[src/rtl/register_bus_pkg.sv]
// register_bus_pkg: shared definitions for the register bus master and its
// address legality checker.
//   - ADDR_W / DATA_W : bus address and data widths
//   - op_e            : request operation codes (READ, WRITE, COPY, reserved)
//   - state_e         : master FSM state encoding
//   - address map bounds and read/write legality helpers
package register_bus_pkg;

  localparam int ADDR_W = 5;
  localparam int DATA_W = 16;

  typedef enum logic [1:0] {
    OP_READ  = 2'd0,
    OP_WRITE = 2'd1,
    OP_COPY  = 2'd2,
    OP_RSVD  = 2'd3
  } op_e;

  typedef enum logic [1:0] {
    IDLE = 2'd0,
    RD   = 2'd1,
    WR   = 2'd2,
    RESP = 2'd3
  } state_e;

  // Address map. Addresses 8 and 17 are read-as-zero holes, 30-31 are illegal.
  localparam logic [ADDR_W-1:0] GPR_LO        = 5'd0;
  localparam logic [ADDR_W-1:0] GPR_HI        = 5'd7;
  localparam logic [ADDR_W-1:0] LED_LO        = 5'd9;
  localparam logic [ADDR_W-1:0] LED_HI        = 5'd16;
  localparam logic [ADDR_W-1:0] KNOP_LO       = 5'd18;
  localparam logic [ADDR_W-1:0] KNOP_HI       = 5'd21;
  localparam logic [ADDR_W-1:0] SCHAKELAAR_LO = 5'd22;
  localparam logic [ADDR_W-1:0] SCHAKELAAR_HI = 5'd29;

  // Everything from GPR_LO up to the last switch is readable (holes read 0).
  function automatic logic read_legal(input logic [ADDR_W-1:0] addr);
    return (addr <= SCHAKELAAR_HI);
  endfunction

  // GPRs and LED bits are writable. GPR_LO is 0, so only the upper bound
  // needs a compare for the GPR window.
  function automatic logic write_legal(input logic [ADDR_W-1:0] addr);
    return (addr <= GPR_HI) || ((addr >= LED_LO) && (addr <= LED_HI));
  endfunction

endpackage

[src/rtl/register_bus_addr_check.sv]
// register_bus_addr_check: purely combinational legality check of a request.
//   op     : request operation code
//   addr_a : READ/WRITE address, COPY source
//   addr_b : COPY destination (ignored for other ops)
//   legal  : 1 when the request may be issued on the bus
module register_bus_addr_check
  import register_bus_pkg::*;
(
  input  logic [1:0]        op,
  input  logic [ADDR_W-1:0] addr_a,
  input  logic [ADDR_W-1:0] addr_b,
  output logic              legal
);

  // Decode legality per operation; the reserved op is never legal.
  always_comb begin
    legal = 1'b0;
    case (op_e'(op))
      OP_READ:  legal = read_legal(addr_a);
      OP_WRITE: legal = write_legal(addr_a);
      OP_COPY:  legal = read_legal(addr_a) && write_legal(addr_b);
      OP_RSVD:  legal = 1'b0;
      default:  legal = 1'b0;
    endcase
  end

endmodule

[src/rtl/register_bus_master.sv]
// register_bus_master: accepts READ / WRITE / COPY requests and runs them as
// bus cycles towards a register controller, returning a one-cycle response.
//   clock, reset        : rising-edge clock, asynchronous active-high reset
//   req_*               : request handshake (accepted in IDLE when req_valid=1)
//   rsp_*               : completion pulse with read data / error flag
//   chip_enable, write_enable, bus_address, bus_value_out, bus_value_in :
//                         register controller bus
// All bus and response outputs are flops, so no req_* input reaches the bus
// combinationally.
module register_bus_master
  import register_bus_pkg::*;
#(
  parameter int unsigned WAIT_STATES = 0
) (
  input  logic              clock,
  input  logic              reset,
  input  logic              req_valid,
  output logic              req_ready,
  input  logic [1:0]        req_op,
  input  logic [ADDR_W-1:0] req_addr_a,
  input  logic [ADDR_W-1:0] req_addr_b,
  input  logic [DATA_W-1:0] req_data,
  output logic              rsp_valid,
  output logic [DATA_W-1:0] rsp_data,
  output logic              rsp_error,
  output logic              chip_enable,
  output logic              write_enable,
  output logic [ADDR_W-1:0] bus_address,
  output logic [DATA_W-1:0] bus_value_out,
  input  logic [DATA_W-1:0] bus_value_in
);

  // Wait counter reload value: a phase ends when the counter is already 0.
  localparam logic [2:0] WAIT_LOAD = 3'(WAIT_STATES);

  state_e            state_q, state_d;
  op_e               op_q, op_d;
  logic [ADDR_W-1:0] addr_a_q, addr_a_d;
  logic [ADDR_W-1:0] addr_b_q, addr_b_d;
  logic [DATA_W-1:0] data_q, data_d;
  logic [DATA_W-1:0] rd_data_q, rd_data_d;
  logic [2:0]        wait_q, wait_d;
  logic              ce_q, ce_d;
  logic              we_q, we_d;
  logic [ADDR_W-1:0] bus_address_q, bus_address_d;
  logic [DATA_W-1:0] bus_value_out_q, bus_value_out_d;
  logic              rsp_valid_q, rsp_valid_d;
  logic [DATA_W-1:0] rsp_data_q, rsp_data_d;
  logic              rsp_error_q, rsp_error_d;
  logic              req_legal;

  register_bus_addr_check u_addr_check (
    .op     (req_op),
    .addr_a (req_addr_a),
    .addr_b (req_addr_b),
    .legal  (req_legal)
  );

  // Next-state and next-output logic. Bus outputs are computed for the state
  // being entered so that they are valid from the first cycle of RD/WR.
  always_comb begin
    state_d         = state_q;
    op_d            = op_q;
    addr_a_d        = addr_a_q;
    addr_b_d        = addr_b_q;
    data_d          = data_q;
    rd_data_d       = rd_data_q;
    wait_d          = wait_q;
    ce_d            = 1'b0;
    we_d            = 1'b0;
    bus_address_d   = 5'd0;
    bus_value_out_d = bus_value_out_q;
    rsp_valid_d     = 1'b0;
    rsp_data_d      = 16'h0000;
    rsp_error_d     = 1'b0;

    case (state_q)
      IDLE: begin
        if (req_valid) begin
          op_d     = op_e'(req_op);
          addr_a_d = req_addr_a;
          addr_b_d = req_addr_b;
          data_d   = req_data;
          if (!req_legal) begin
            state_d     = RESP;
            rsp_valid_d = 1'b1;
            rsp_error_d = 1'b1;
          end else if (op_e'(req_op) == OP_WRITE) begin
            state_d         = WR;
            wait_d          = WAIT_LOAD;
            ce_d            = 1'b1;
            we_d            = 1'b1;
            bus_address_d   = req_addr_a;
            bus_value_out_d = req_data;
          end else begin
            state_d       = RD;
            wait_d        = WAIT_LOAD;
            ce_d          = 1'b1;
            bus_address_d = req_addr_a;
          end
        end else begin
          state_d = IDLE;
        end
      end

      RD: begin
        if (wait_q != 3'd0) begin
          wait_d        = wait_q - 3'd1;
          ce_d          = 1'b1;
          bus_address_d = addr_a_q;
        end else begin
          // Final RD edge: sample the controller's read data.
          rd_data_d = bus_value_in;
          if (op_q == OP_COPY) begin
            state_d         = WR;
            wait_d          = WAIT_LOAD;
            ce_d            = 1'b1;
            we_d            = 1'b1;
            bus_address_d   = addr_b_q;
            bus_value_out_d = bus_value_in;
          end else begin
            state_d     = RESP;
            rsp_valid_d = 1'b1;
            rsp_data_d  = bus_value_in;
          end
        end
      end

      WR: begin
        if (wait_q != 3'd0) begin
          wait_d        = wait_q - 3'd1;
          ce_d          = 1'b1;
          we_d          = 1'b1;
          bus_address_d = (op_q == OP_COPY) ? addr_b_q : addr_a_q;
        end else begin
          state_d     = RESP;
          rsp_valid_d = 1'b1;
          rsp_data_d  = (op_q == OP_COPY) ? rd_data_q : 16'h0000;
        end
      end

      RESP: begin
        state_d = IDLE;
      end

      default: begin
        state_d = IDLE;
      end
    endcase
  end

  // State and output registers; reset aborts any transfer in flight.
  always_ff @(posedge clock or posedge reset) begin
    if (reset) begin
      state_q         <= IDLE;
      op_q            <= OP_READ;
      addr_a_q        <= 5'd0;
      addr_b_q        <= 5'd0;
      data_q          <= 16'h0000;
      rd_data_q       <= 16'h0000;
      wait_q          <= 3'd0;
      ce_q            <= 1'b0;
      we_q            <= 1'b0;
      bus_address_q   <= 5'd0;
      bus_value_out_q <= 16'h0000;
      rsp_valid_q     <= 1'b0;
      rsp_data_q      <= 16'h0000;
      rsp_error_q     <= 1'b0;
    end else begin
      state_q         <= state_d;
      op_q            <= op_d;
      addr_a_q        <= addr_a_d;
      addr_b_q        <= addr_b_d;
      data_q          <= data_d;
      rd_data_q       <= rd_data_d;
      wait_q          <= wait_d;
      ce_q            <= ce_d;
      we_q            <= we_d;
      bus_address_q   <= bus_address_d;
      bus_value_out_q <= bus_value_out_d;
      rsp_valid_q     <= rsp_valid_d;
      rsp_data_q      <= rsp_data_d;
      rsp_error_q     <= rsp_error_d;
    end
  end

  assign req_ready     = (state_q == IDLE);
  assign rsp_valid     = rsp_valid_q;
  assign rsp_data      = rsp_data_q;
  assign rsp_error     = rsp_error_q;
  assign chip_enable   = ce_q;
  assign write_enable  = we_q;
  assign bus_address   = bus_address_q;
  assign bus_value_out = bus_value_out_q;

endmodule

[config.mk]
export PLATFORM = sky130hd
export DESIGN_NAME = register_bus_master
export DESIGN_NICKNAME = d
export VERILOG_FILES = /design/src/rtl/register_bus_pkg.sv /design/src/rtl/register_bus_addr_check.sv /design/src/rtl/register_bus_master.sv
export SDC_FILE = /design/constraint.sdc
export NUM_CORES = 1
export LEC_CHECK = 0
export CAP_MARGIN = 40
export CORE_MARGIN = 2
export CORE_UTILIZATION = 25
export CTS_BUF_LIST = sky130_fd_sc_hd__clkbuf_16
export DETAILED_ROUTE_END_ITERATION = 10
export REMOVE_ABC_BUFFERS = 1
export SETUP_SLACK_MARGIN = 0.1
export SLEW_MARGIN = 10
export SYNTH_ARGS = -nofsm -noshare
export SYNTH_HDL_FRONTEND = slang
export SYNTH_SLANG_ARGS = --single-unit
[constraint.sdc]
create_clock -name clock -period 4.3 [get_ports clock]
set_input_delay 1.075 -clock clock [delete_from_list [all_inputs] [get_ports clock]]
set_output_delay 1.075 -clock clock [all_outputs]
set_load 0.005 [all_outputs]
==> metrics.txt <==
# TYPE chip_impl_metric gauge
chip_impl_info{name="status",value="finished, final reports clean"} 1
chip_impl_metric{name="power_density",unit="nW/µm²"} 753
chip_impl_info{name="clock-root-buffer",value="sky130_fd_sc_hd__clkbuf_16"} 1
chip_impl_metric{name="placement.io_buffers",unit=""} 88
chip_impl_metric{name="synth.avg_cell_area",unit="µm²"} 12.9
chip_impl_metric{name="routed_wl",unit="µm"} 8590
chip_impl_metric{name="htreeDepth",unit=""} 3
chip_impl_metric{name="cts.clk_slew.worst_paths",unit="ns"} 0.06
chip_impl_metric{name="max_clock_freq",unit="GHz"} 0.325
chip_impl_metric{name="area_growth_from_synthesis_to_layout",unit="%"} 39.6
chip_impl_metric{name="die_width",unit="µm"} 122
chip_impl_metric{name="gr-total-overflow",unit=""} 0
chip_impl_metric{name="drt_iter0_drc",unit=""} 102
chip_impl_metric{name="synthArstFlopShare",unit="%"} 100
chip_impl_metric{name="met2_usage",unit="%"} 18.5
chip_impl_info{name="unrepaired_setup_endpoints_after_global_routing",value="no"} 1
chip_impl_metric{name="initial_antenna_violation_count",unit=""} 0
chip_impl_metric{name="yosys_register_bits",unit=""} 74
chip_impl_metric{name="grt.total_usage",unit="%"} 11.8
chip_impl_metric{name="tritoncts.num_buffers",unit=""} 9
chip_impl_metric{name="clock_insertion_delay_worst_skew",unit="ns"} 0.33
chip_impl_metric{name="yosysWarnings",unit=""} 0
chip_impl_metric{name="timing.final.crit_period",unit="ns"} 3.07
chip_impl_metric{name="finalHoldViolCount",unit=""} 0
chip_impl_metric{name="max-slew-margin-rel",unit="%"} 45.8
chip_impl_metric{name="holdBufCountCts",unit=""} 0
chip_impl_metric{name="setup-tns-final",unit="ns"} 0
chip_impl_metric{name="synth_cells",unit=""} 271
chip_impl_metric{name="grtUsageMet3",unit="%"} 3.00
chip_impl_metric{name="seq_area_frac_synth",unit="%"} 53.0
chip_impl_metric{name="post-cts-setup-buffers",unit=""} 0
chip_impl_info{name="hp-class",value="flop to flop"} 1
chip_impl_metric{name="die_area",unit="µm²"} 14900
chip_impl_metric{name="first_pass_grt_wire_length",unit="µm"} 13400
chip_impl_metric{name="timing.clock.skew",unit="ns"} 0.00913
chip_impl_metric{name="rows",unit=""} 43
chip_impl_metric{name="design.portCount",unit=""} 89
chip_impl_metric{name="cp_data_required_time",unit="ns"} 4.52
chip_impl_metric{name="worst_pin_slew",unit="ns"} 0.811
chip_impl_metric{name="via_count",unit=""} 2502
chip_impl_metric{name="hpwlAfterDp",unit="µm"} 6030
chip_impl_metric{name="grt_pass1_vias",unit=""} 2496
chip_impl_metric{name="die_height",unit="µm"} 122
chip_impl_metric{name="routedWlPerCell",unit="µm"} 15.7
chip_impl_metric{name="gpl.final_weighted_congestion",unit=""} 0.867
chip_impl_metric{name="synth.cell_area",unit="µm²"} 3490
chip_impl_metric{name="fin_ws",unit="ns"} 1.23
chip_impl_metric{name="initial_utilization",unit="%"} 25.3
chip_impl_metric{name="max-vdd-ir-drop",unit="mV"} 0.257
chip_impl_metric{name="synth_cell_type_count",unit=""} 45
chip_impl_info{name="crit_path_end_kind",value="flop"} 1
chip_impl_metric{name="clockBufferDepth",unit=""} 2
chip_impl_metric{name="fin_nets",unit=""} 416
chip_impl_metric{name="grt_start_max_net_pins",unit=""} 42
chip_impl_info{name="tritoncts",value="built"} 1
chip_impl_info{name="timing.critical_path.from_type",value="input port"} 1
chip_impl_metric{name="fill_cells",unit=""} 1390
chip_impl_metric{name="coreArea",unit="µm²"} 13800
chip_impl_metric{name="diode_insertion_count_for_antenna_repair",unit=""} 0
chip_impl_metric{name="p_leak",unit="nW"} 2.01
chip_impl_metric{name="final-max-slew-violation-count",unit=""} 0
chip_impl_metric{name="layout-drive-gt1-share",unit="%"} 24.5
chip_impl_metric{name="preCtsSetupSlack",unit="ns"} 0.878
chip_impl_metric{name="cap_violations",unit=""} 0
chip_impl_metric{name="route.detailed.vias_per_inst",unit=""} 4.57
chip_impl_info{name="worstSetupPathType",value="input port to flop"} 1
chip_impl_metric{name="timing.final.crit_share",unit="%"} 71.5
chip_impl_info{name="busiest_layer",value="met2"} 1
chip_impl_metric{name="setup_viol",unit=""} 0
chip_impl_metric{name="drt.antenna.violating_nets",unit=""} 0
chip_impl_info{name="ys_dominant_reg_cell",value="sky130_fd_sc_hd__dfrtp_1"} 1
chip_impl_metric{name="drt_pass1_iterations",unit=""} 4
chip_impl_metric{name="synth_enable_flop_cells",unit=""} 0
chip_impl_metric{name="critPathArrivalTime",unit="ns"} 3.29
chip_impl_metric{name="cts_sink_count",unit=""} 74
chip_impl_metric{name="crit_fanout",unit=""} 16
chip_impl_metric{name="met1_usage",unit="%"} 15.8
chip_impl_metric{name="detail_route.drc_violations",unit=""} 0
chip_impl_metric{name="cts_repair_resize_count",unit=""} 0
[cell usage after synthesis, drive strengths merged (4+ instances only)]
cell     n  area share, %
mux2    61             21
nand2b   5           0.90
a21oi    8            1.5
clkbuf   8           0.86
nand2    5           0.61
buf      5            1.1
nor2b   19            3.4
a22oi   21            4.5
dfrtp   74             53
a31oi    4           0.90
inv     11            1.2
o22ai    8            1.4
o31ai    4            1.1
nor2     5           0.54
ha       7            2.5
[critical path: stages]
cell,delay [ns]
sky130_fd_sc_hd__clkdlybuf4s50_1,0.48
sky130_fd_sc_hd__o211a_1,0.25
sky130_fd_sc_hd__a31oi_2,0.21
sky130_fd_sc_hd__nand4_2,0.17
sky130_fd_sc_hd__a21oi_4,0.68
sky130_fd_sc_hd__mux2_2,0.41
[through the flow]
stage	cells	hold WS, ns	power [mW]	area (µm²)	utilization [%]
global route	547	0.524	3.92	4870	35.4
floorplan	258	0.464	2.24	3420	-
detailed placement	531	0.494	2.96	4580	33.3
CTS	547	0.507	3.72	4870	35.4
finish	547	0.504	3.67	4870	35.4
global placement	530	0.480	2.91	4560	33.1
[worst paths after layout]
kind	startpoint	end	slack [ns]	depth (start not counted)
setup / recovery	req_addr_a[2]	bus_value_out[13]	1.23	6
max in group asynchronous	reset	rd_data_q[7]	2.56	4
hold / removal	rd_data_q[3]	rd_data_q[3]	0.50	1
min in group asynchronous	reset	addr_a_q[3]	1.01	2
hold reg to reg	rd_data_q[3]	rd_data_q[3]	0.50	1
setup reg to reg	wait_q[0]	bus_value_out[13]	1.91	7
[metal layers]
| metal | share of wire [%] | routed length (µm) | vias up |
|---|---|---|---|
| met2 | 48 | 4150 | 70 |
| met4 | 1.5 | 126 | 0 |
| met5 | 0 | 0 | - |
| met3 | 4.8 | 413 | 11 |
| met1 | 45 | 3900 | 1253 |
| li1 | - | - | 1168 |
[layout make-up]
cell class / count / area, µm² / share of cell area [%]
flip-flops and latches: 74 / 1850 / 38.0
multi-input cells: 173 / 1530 / 31.4
clock buffers: 9 / 225 / 4.62
well taps: 180 / 225 / 4.62
repair buffers: 93 / 931 / 19.1
inverters: 11 / 42.5 / 0.873
clock inverters: 7 / 68.8 / 1.41
[cell usage in the layout (no fill, tap or decap), types with 2 or more instances in the layout]
cell type,count
sky130_fd_sc_hd__a21oi_1,7
sky130_fd_sc_hd__nand3_1,2
sky130_fd_sc_hd__clkinv_2,4
sky130_fd_sc_hd__buf_4,4
sky130_fd_sc_hd__mux2_2,51
sky130_fd_sc_hd__inv_1,10
sky130_fd_sc_hd__clkdlybuf4s50_1,88
sky130_fd_sc_hd__a22oi_1,21
sky130_fd_sc_hd__nand2b_1,5
sky130_fd_sc_hd__and2_1,2
sky130_fd_sc_hd__ha_1,7
sky130_fd_sc_hd__nor2_1,5
sky130_fd_sc_hd__nor2b_1,19
sky130_fd_sc_hd__dfrtp_1,74
sky130_fd_sc_hd__or2b_1,2
sky130_fd_sc_hd__clkbuf_16,9
sky130_fd_sc_hd__mux2_4,10
sky130_fd_sc_hd__nand2_1,4
sky130_fd_sc_hd__o22ai_1,8
sky130_fd_sc_hd__o31ai_2,2
sky130_fd_sc_hd__clkinvlp_4,2
sky130_fd_sc_hd__o31ai_1,2
sky130_fd_sc_hd__a31oi_1,3
[logic make-up (layout without fill, tap and decap cells)]
| group | Yosys count | after routing | synth area share (%) |
|---|---|---|---|
| multiplexers | 62 | 62 | 21.0 |
| flip-flops | 74 | 74 | 53.0 |
| buffers and inverters | 24 | 120 | 3.12 |
| AO/OA/AOI/OAI | 56 | 56 | 12.0 |
| adder cells (fa/ha/maj) | 7 | 7 | 2.51 |
| AND/OR/NAND/NOR | 48 | 48 | 8.32 |
[flip-flops by register name, summed over array words and instances (netlist names)]
register,flops
bus_value_out,16
chip_enable,1
wait_q,3
rsp_valid,1
write_enable,1
addr_a_q,5
bus_address,5
rsp_error,1
op_q,2
rd_data_q,16
addr_b_q,5
state_q,2
rsp_data,16
[report_power, final]
group	switching, mW	internal [mW]	leakage [nW]
clock	0.293	0.448	0.142
sequential	0.177	1.03	0.923
combinational	0.757	0.972	0.946
total	1.23	2.45	2.01
No activity file was read; power rests on OpenSTA's default activity.
